--- config.mk ---
export PLATFORM = sky130hd
export DESIGN_NAME = multdiv_seq
export DESIGN_NICKNAME = d
export VERILOG_FILES = /design/src/rtl/multdiv_pkg.sv /design/src/rtl/negate32.sv /design/src/rtl/multdiv_seq.sv
export SDC_FILE = /design/constraint.sdc
export NUM_CORES = 1
export LEC_CHECK = 0
export CELL_PAD_IN_SITES_DETAIL_PLACEMENT = 1
export CELL_PAD_IN_SITES_GLOBAL_PLACEMENT = 1
export CORE_MARGIN = 8
export CORE_UTILIZATION = 25
export DETAILED_ROUTE_END_ITERATION = 10
export PLACE_DENSITY = 0.56
export RECOVER_POWER = 50
export SETUP_SLACK_MARGIN = 0.1
export SYNTH_ARGS = -nofsm -noshare
export SYNTH_HDL_FRONTEND = slang
export SYNTH_SLANG_ARGS = --single-unit
--- constraint.sdc ---
create_clock -name clock -period 3.4 [get_ports clock]
set_input_delay 0.68 -clock clock [delete_from_list [all_inputs] [get_ports clock]]
set_output_delay 0.68 -clock clock [all_outputs]
set_load 0.03 [all_outputs]
--- src/rtl/multdiv_pkg.sv ---
// Shared definitions for the multi-cycle multiply/divide controller.
//   WIDTH      operand/result width (matches the shared ALU)
//   ITERS      iterations per multiply or divide
//   COUNT_W    iteration counter width
//   ALU_OP_*   opcodes driven to the shared ALU
//   mdState    controller state encoding
package multdiv_pkg;

  localparam int WIDTH   = 32;
  localparam int ITERS   = 32;
  localparam int COUNT_W = 6;

  localparam logic [4:0] ALU_OP_ADD = 5'b00000;
  localparam logic [4:0] ALU_OP_SUB = 5'b00001;

  typedef enum logic [2:0] {
    IDLE,
    MUL_ITER,
    DIV_ITER,
    DIV_ZERO,
    DONE
  } mdState;

endpackage

--- src/rtl/negate32.sv ---
// Conditional two's-complement negate.
//   value   input word
//   negate  1: result = -value, 0: result = value
//   result  output word
module negate32
  import multdiv_pkg::*;
(
  input  logic [WIDTH-1:0] value,
  input  logic             negate,
  output logic [WIDTH-1:0] result
);

  assign result = negate ? (~value + WIDTH'(1)) : value;

endmodule

--- src/rtl/multdiv_seq.sv ---
// Multi-cycle signed 32-bit multiply (radix-2 Booth) / divide (restoring, on
// magnitudes) controller. Issues one add or subtract per cycle to the shared
// ALU and owns its operand/opcode mux while busy.
//   clock, reset                    rising-edge clock, synchronous active-high reset
//   data_operandA / data_operandB   multiplicand/dividend, multiplier/divisor (sampled on start)
//   ctrl_MULT / ctrl_DIV            one-cycle start pulses (MULT wins; any start aborts a running op)
//   alu_operandA/B, alu_opcode      to the shared ALU
//   alu_result, alu_overflow        from the shared ALU
//   data_result, data_exception     product low word / quotient and overflow flag, held until next start
//   data_resultRDY                  one-cycle done pulse
//   busy                            high from the cycle after start through the RDY cycle
// Optional build macro MULTDIV_ZERO_FAST_EN: multiply with a zero operand, or
// divide of zero by a non-zero divisor, finishes in two cycles with result 0.
module multdiv_seq
  import multdiv_pkg::*;
(
  input  logic             clock,
  input  logic             reset,
  input  logic [WIDTH-1:0] data_operandA,
  input  logic [WIDTH-1:0] data_operandB,
  input  logic             ctrl_MULT,
  input  logic             ctrl_DIV,
  output logic [WIDTH-1:0] alu_operandA,
  output logic [WIDTH-1:0] alu_operandB,
  output logic [4:0]       alu_opcode,
  input  logic [WIDTH-1:0] alu_result,
  input  logic             alu_overflow,
  output logic [WIDTH-1:0] data_result,
  output logic             data_exception,
  output logic             data_resultRDY,
  output logic             busy
);

  mdState               state, nextState;
  logic [COUNT_W-1:0]   count;
  // hiReg/loReg hold Booth {hi,lo} for multiply and {R,Q} for divide;
  // mReg holds the multiplicand or the divisor magnitude.
  logic [WIDTH-1:0]     hiReg, loReg, mReg;
  logic                 q1Reg, signReg, skipExc;

  logic                 start, lastIter, divByZero, fastZero;
  logic [WIDTH-1:0]     absA, absB, quotFix;
  logic [WIDTH-1:0]     mulHi, mulLo, rShift, divR, divQ;
  logic                 borrow;

  assign start     = ctrl_MULT | ctrl_DIV;
  assign lastIter  = (count == COUNT_W'(ITERS - 1));
  assign divByZero = (data_operandB == '0);

`ifdef MULTDIV_ZERO_FAST_EN
  assign fastZero = ctrl_MULT ? (data_operandA == '0 || data_operandB == '0)
                              : (data_operandA == '0 && !divByZero);
`else
  assign fastZero = 1'b0;
`endif

  negate32 u_absA (.value(data_operandA), .negate(data_operandA[WIDTH-1]), .result(absA));
  negate32 u_absB (.value(data_operandB), .negate(data_operandB[WIDTH-1]), .result(absB));
  negate32 u_quot (.value(divQ),          .negate(signReg),                .result(quotFix));

  // Booth step: the ALU sum can need 33 bits, so the true sign to shift in
  // is the result MSB corrected by the overflow flag.
  assign mulHi = {alu_result[WIDTH-1] ^ alu_overflow, alu_result[WIDTH-1:1]};
  assign mulLo = {alu_result[0], loReg[WIDTH-1:1]};

  // Restoring step: unsigned compare of R_shifted against |B| using the
  // 32-bit difference; when the MSBs differ the larger operand is known directly.
  assign rShift = {hiReg[WIDTH-2:0], loReg[WIDTH-1]};
  assign borrow = (rShift[WIDTH-1] != mReg[WIDTH-1]) ? mReg[WIDTH-1] : alu_result[WIDTH-1];
  assign divR   = borrow ? rShift : alu_result;
  assign divQ   = {loReg[WIDTH-2:0], ~borrow};

  assign busy           = (state != IDLE);
  assign data_resultRDY = (state == DONE);

  always_ff @(posedge clock) begin
    if (reset) state <= IDLE;
    else       state <= nextState;
  end

  // NOTE: every output of a combinational block gets a default first, so no
  // path through the case leaves a signal unassigned and infers a latch.
  always_comb begin
    nextState = state;
    case (state)
      MUL_ITER, DIV_ITER: if (lastIter) nextState = DONE;
      DIV_ZERO:           nextState = DONE;
      default:            nextState = IDLE;
    endcase
    // A start pulse overrides whatever is running.
    if (ctrl_MULT)     nextState = fastZero ? DIV_ZERO : MUL_ITER;
    else if (ctrl_DIV) nextState = (divByZero || fastZero) ? DIV_ZERO : DIV_ITER;
  end

  always_comb begin
    alu_operandA = '0;
    alu_operandB = '0;
    alu_opcode   = ALU_OP_ADD;
    case (state)
      MUL_ITER: begin
        alu_operandA = hiReg;
        case ({loReg[0], q1Reg})
          2'b01:   alu_operandB = mReg;
          2'b10: begin
            alu_operandB = mReg;
            alu_opcode   = ALU_OP_SUB;
          end
          default: alu_operandB = '0;
        endcase
      end
      DIV_ITER: begin
        alu_operandA = rShift;
        alu_operandB = mReg;
        alu_opcode   = ALU_OP_SUB;
      end
      default: ;
    endcase
  end

  // NOTE: state registers use non-blocking assignments so every register
  // samples pre-edge values regardless of statement order.
  always_ff @(posedge clock) begin
    if (reset) begin
      count          <= '0;
      hiReg          <= '0;
      loReg          <= '0;
      mReg           <= '0;
      q1Reg          <= 1'b0;
      signReg        <= 1'b0;
      skipExc        <= 1'b0;
      data_result    <= '0;
      data_exception <= 1'b0;
    end else if (start) begin
      count          <= '0;
      hiReg          <= '0;
      q1Reg          <= 1'b0;
      data_result    <= '0;
      data_exception <= 1'b0;
      if (ctrl_MULT) begin
        loReg   <= data_operandB;
        mReg    <= data_operandA;
        signReg <= 1'b0;
        skipExc <= 1'b0;
      end else begin
        loReg   <= absA;
        mReg    <= absB;
        signReg <= data_operandA[WIDTH-1] ^ data_operandB[WIDTH-1];
        skipExc <= divByZero;
      end
    end else begin
      case (state)
        MUL_ITER: begin
          count <= count + 1'b1;
          hiReg <= mulHi;
          loReg <= mulLo;
          q1Reg <= loReg[0];
          if (lastIter) begin
            data_result    <= mulLo;
            data_exception <= (mulHi != {WIDTH{mulLo[WIDTH-1]}});
          end
        end
        DIV_ITER: begin
          count <= count + 1'b1;
          hiReg <= divR;
          loReg <= divQ;
          if (lastIter) begin
            data_result    <= quotFix;
            // Only -2^31 / -1 leaves a positive quotient that does not fit.
            data_exception <= ~signReg & divQ[WIDTH-1];
          end
        end
        // Short path: result stays 0; exception only for a zero divisor.
        DIV_ZERO: data_exception <= skipExc;
        default: ;
      endcase
    end
  end

endmodule

==> metrics.txt <==
# TYPE chip_impl_metric gauge
chip_impl_metric{name="place.detailed.instances",unit=""} 1996
chip_impl_metric{name="final-hold-violation-count",unit=""} 0
chip_impl_metric{name="area_growth_syn_to_layout",unit="%"} 35.3
chip_impl_metric{name="finalWirelength",unit="mm"} 44.1
chip_impl_info{name="crit_path_start_kind",value="flop"} 1
chip_impl_metric{name="grt_usage",unit=""} 0.191
chip_impl_info{name="commonest_register_cell_after_synthesis",value="sky130_fd_sc_hd__dfxtp_1"} 1
chip_impl_metric{name="proportion_of_netlist_area_held_by_the_largest_area_contributor",unit=""} 0.290
chip_impl_info{name="run_status",value="complete, but fails checks"} 1
chip_impl_metric{name="grt_antenna_before_repair",unit=""} 0
chip_impl_info{name="violated_checks",value="capacitance limit, slew limit"} 1
chip_impl_metric{name="cts-root-to-sink-buffers",unit=""} 2
chip_impl_metric{name="setup_tns",unit="ns"} 0
chip_impl_metric{name="p_per_cell_area",unit="nW/um2"} 384
chip_impl_metric{name="routabilityCongestion",unit=""} 0.825
chip_impl_info{name="tritoncts",value="done"} 1
chip_impl_metric{name="timing.clock.skew",unit="ns"} 0.0135
chip_impl_metric{name="slew_margin_rel",unit=""} -0.165
chip_impl_metric{name="drt-initial-drc-count",unit=""} 621
chip_impl_metric{name="synth_async_sr_flop_share",unit=""} 0
chip_impl_metric{name="die_area",unit="um2"} 45500
chip_impl_metric{name="initial_utilization",unit=""} 0.253
chip_impl_metric{name="cts_sinks",unit=""} 141
chip_impl_metric{name="fp.coreArea",unit="um2"} 38600
chip_impl_metric{name="final.fill_count",unit=""} 4746
chip_impl_metric{name="vdd_drop_max",unit="mV"} 0.341
chip_impl_metric{name="clock_transition_at_the_register_clock_pins_on_the_worst_setup_and_hold_paths_after_cts",unit="ns"} 0.07
chip_impl_metric{name="port-buffer-count",unit=""} 200
chip_impl_info{name="most-common-layout-cells",value="sky130_fd_sc_hd__nand2_1, sky130_fd_sc_hd__dfxtp_1, sky130_fd_sc_hd__buf_4"} 1
chip_impl_metric{name="cp_data_arrival_time",unit="ns"} 2.46
chip_impl_metric{name="floorplan.die.height",unit="um"} 213
chip_impl_info{name="leading_cell_types_by_total_area_after_synthesis",value="sky130_fd_sc_hd__dfxtp_1, sky130_fd_sc_hd__nand2_1, sky130_fd_sc_hd__xor2_1"} 1
chip_impl_metric{name="postCtsHoldBufs",unit=""} 0
chip_impl_metric{name="remaining_drc_errors",unit=""} 0
chip_impl_metric{name="fin_nets",unit=""} 1603
chip_impl_metric{name="postSynthRegisterBits",unit=""} 141
chip_impl_metric{name="num_rows",unit=""} 72
chip_impl_info{name="criticalPathCategory",value="flop to output port"} 1
chip_impl_metric{name="num_io_pins",unit=""} 205
chip_impl_metric{name="crit_path_max_fanout",unit=""} 32
chip_impl_metric{name="synth_cell_types",unit=""} 62
chip_impl_metric{name="post_dp_cell_area",unit="um2"} 12600
chip_impl_metric{name="synth_warnings",unit=""} 0
chip_impl_metric{name="post-route-cell-area",unit="um2"} 13200
chip_impl_metric{name="routed_via_density",unit=""} 5.34
chip_impl_metric{name="cts_post_setup_buffers_inserted",unit=""} 0
chip_impl_info{name="layout.cells.most_common",value="sky130_fd_sc_hd__nand2_1"} 1
chip_impl_metric{name="diodes",unit=""} 0
chip_impl_metric{name="clock_latency",unit="ns"} 0.44
chip_impl_info{name="timing.critical_path.to_type",value="output port"} 1
chip_impl_info{name="grt_setup_unrepaired",value="false"} 1
chip_impl_metric{name="layout_worst_path_cycle_share",unit=""} 0.923
chip_impl_metric{name="fraction_of_final_layout_cells_sized_beyond_drive_strength_1",unit=""} 0.126
chip_impl_metric{name="total_power",unit="mW"} 5.07
chip_impl_metric{name="final_antenna_net_count",unit=""} 0
chip_impl_metric{name="grt_overflow",unit=""} 0
chip_impl_metric{name="floorplan.die.width",unit="um"} 213
chip_impl_metric{name="syn-mean-instance-area",unit="um2"} 7.34
chip_impl_metric{name="detailedPlacementHpwl",unit="mm"} 32.9
chip_impl_metric{name="cts_htree_levels",unit=""} 4
chip_impl_metric{name="crit_required",unit="ns"} 2.72
chip_impl_info{name="netlist.top_cell.by_area",value="sky130_fd_sc_hd__dfxtp_1"} 1
chip_impl_metric{name="post_synth_instance_area",unit="um2"} 9740
chip_impl_info{name="hold_path_class",value="flop to flop"} 1
chip_impl_metric{name="finalSetupViolCount",unit=""} 0
chip_impl_metric{name="synth_edf_count",unit=""} 0
chip_impl_metric{name="layout_cells_excl_fill",unit=""} 2028
chip_impl_metric{name="finalCriticalPeriod",unit="ns"} 3.14
chip_impl_metric{name="cts_resized",unit=""} 0
chip_impl_metric{name="grt_pass1_wl",unit="mm"} 68.8
chip_impl_metric{name="route.vias.total",unit=""} 10800
chip_impl_metric{name="routedWlPerCell",unit="um"} 21.8
chip_impl_metric{name="first_global_vias",unit=""} 11200
chip_impl_metric{name="timing.fmax",unit="MHz"} 319
chip_impl_metric{name="p_leak",unit="nW"} 4.81
chip_impl_metric{name="cts_buffers",unit=""} 17
chip_impl_metric{name="worst_pin_slew",unit="ns"} 1.75
chip_impl_metric{name="max_cap_viol_count",unit=""} 1
chip_impl_metric{name="drt_first_pass_iters",unit=""} 5
chip_impl_metric{name="final_max_slew_viol_count",unit=""} 36
chip_impl_info{name="clock_tree.root_cell",value="sky130_fd_sc_hd__clkbuf_16"} 1
chip_impl_metric{name="ys_seq_area_frac",unit=""} 0.290
chip_impl_metric{name="synthesis.instances",unit=""} 1327
chip_impl_metric{name="grt_max_degree",unit=""} 87
## per-layer routing
layer / global-route usage / share of wire
met1: 0.273 / 0.49
met2: 0.300 / 0.45
met3: 0.0316 / 0.045
met4: 0.0388 / 0.0097
met5: 0 / 0
## cells by family (layout without fill, tap and decap cells)
group	after synthesis	in the layout	share of synthesized area
simple gates	506	506	0.261
compound gates	436	436	0.302
buf+inv	150	330	0.0595
flops	141	141	0.290
xor+xnor	76	76	0.0683
mux	12	12	0.0123
fa+ha+maj	5	5	0.00642
other cells	1	4	0.000385
## final cells by class
cell class	instances	area, um2	area share
Multi-Input combinational cell	1039	6370	0.483
Sequential cell	141	2820	0.214
Timing Repair Buffer	279	2600	0.197
Clock buffer	22	484	0.0367
Clock inverter	10	184	0.0140
Inverter	19	71.3	0.00541
Tap cell	518	648	0.0492
## cells in the mapped netlist, types with 3 or more instances
| cell | n |
|---|---|
| sky130_fd_sc_hd__nand2_1 | 161 |
| sky130_fd_sc_hd__dfxtp_1 | 141 |
| sky130_fd_sc_hd__clkbuf_1 | 114 |
| sky130_fd_sc_hd__a21oi_1 | 97 |
| sky130_fd_sc_hd__nor2_1 | 83 |
| sky130_fd_sc_hd__o21ai_0 | 74 |
| sky130_fd_sc_hd__xor2_1 | 59 |
| sky130_fd_sc_hd__a211oi_1 | 47 |
| sky130_fd_sc_hd__o22ai_1 | 40 |
| sky130_fd_sc_hd__nand3_1 | 39 |
| sky130_fd_sc_hd__and2_1 | 35 |
| sky130_fd_sc_hd__nor3_1 | 35 |
| sky130_fd_sc_hd__nor2b_1 | 33 |
| sky130_fd_sc_hd__a22o_1 | 32 |
| sky130_fd_sc_hd__a311oi_1 | 26 |
| sky130_fd_sc_hd__o31ai_1 | 21 |
| sky130_fd_sc_hd__nor4_1 | 20 |
| sky130_fd_sc_hd__nor3b_1 | 18 |
| sky130_fd_sc_hd__o41ai_1 | 18 |
| sky130_fd_sc_hd__or3_1 | 18 |
| sky130_fd_sc_hd__inv_1 | 17 |
| sky130_fd_sc_hd__o211ai_1 | 17 |
| sky130_fd_sc_hd__xnor2_1 | 17 |
| sky130_fd_sc_hd__nand4_1 | 14 |
| sky130_fd_sc_hd__a31oi_1 | 12 |
| sky130_fd_sc_hd__buf_1 | 12 |
| sky130_fd_sc_hd__mux2i_1 | 12 |
| sky130_fd_sc_hd__nand2b_1 | 10 |
| sky130_fd_sc_hd__or4_1 | 10 |
| sky130_fd_sc_hd__or2_2 | 9 |
| sky130_fd_sc_hd__a221oi_1 | 8 |
| sky130_fd_sc_hd__o32ai_1 | 7 |
| sky130_fd_sc_hd__and3_1 | 6 |
| sky130_fd_sc_hd__a21o_1 | 5 |
| sky130_fd_sc_hd__ha_1 | 5 |
| sky130_fd_sc_hd__a21boi_0 | 4 |
| sky130_fd_sc_hd__buf_4 | 4 |
| sky130_fd_sc_hd__nand3b_1 | 4 |
| sky130_fd_sc_hd__a2111oi_0 | 3 |
| sky130_fd_sc_hd__a211o_1 | 3 |
| sky130_fd_sc_hd__a221o_1 | 3 |
| sky130_fd_sc_hd__a41oi_1 | 3 |
| sky130_fd_sc_hd__o221ai_1 | 3 |
| sky130_fd_sc_hd__o311ai_0 | 3 |
| sky130_fd_sc_hd__or4_4 | 3 |
## worst paths after layout
kind / from / to / slack (ns) / cells past startpoint
min reg2reg: data_result[1] / data_result[1] / 0.45 / 2
max reg2reg: state[1] / loReg[11] / 0.28 / 7
min: data_result[1] / data_result[1] / 0.45 / 2
max: state[1] / alu_operandB[17] / 0.26 / 5
## power breakdown
group	internal [mW]	switching (mW)
registers	1.73	0.114
logic	0.422	0.610
clock network	1.38	0.813
total	3.53	1.54
## registers in the layout (all words and copies together) (netlist names)
signal and count:
mReg 32, state 3, signReg 1, loReg 32, count 6, data_result 32, q1Reg 1, skipExc 1
data_exception 1, hiReg 32
## critical path, stage by stage (launching register included)
cell and delay [ns]:
sky130_fd_sc_hd__dfxtp_1 0.61, sky130_fd_sc_hd__or3b_2 0.52, sky130_fd_sc_hd__a21oi_2 0.15, sky130_fd_sc_hd__buf_4 0.32, sky130_fd_sc_hd__and2_1 0.22, sky130_fd_sc_hd__buf_4 0.17
## stage by stage
stage,setup slack (ns),hold slack [ns],util
2_1_floorplan,0.308,0.451,-
3_3_place_gp,-0.126,0.449,0.326
3_5_place_dp,-0.117,0.455,0.326
4_1_cts,0.215,0.463,0.343
5_1_grt,0.0651,0.489,0.342
6_report,0.263,0.455,0.342
Note: power is estimated with default switching activity, not from simulation.
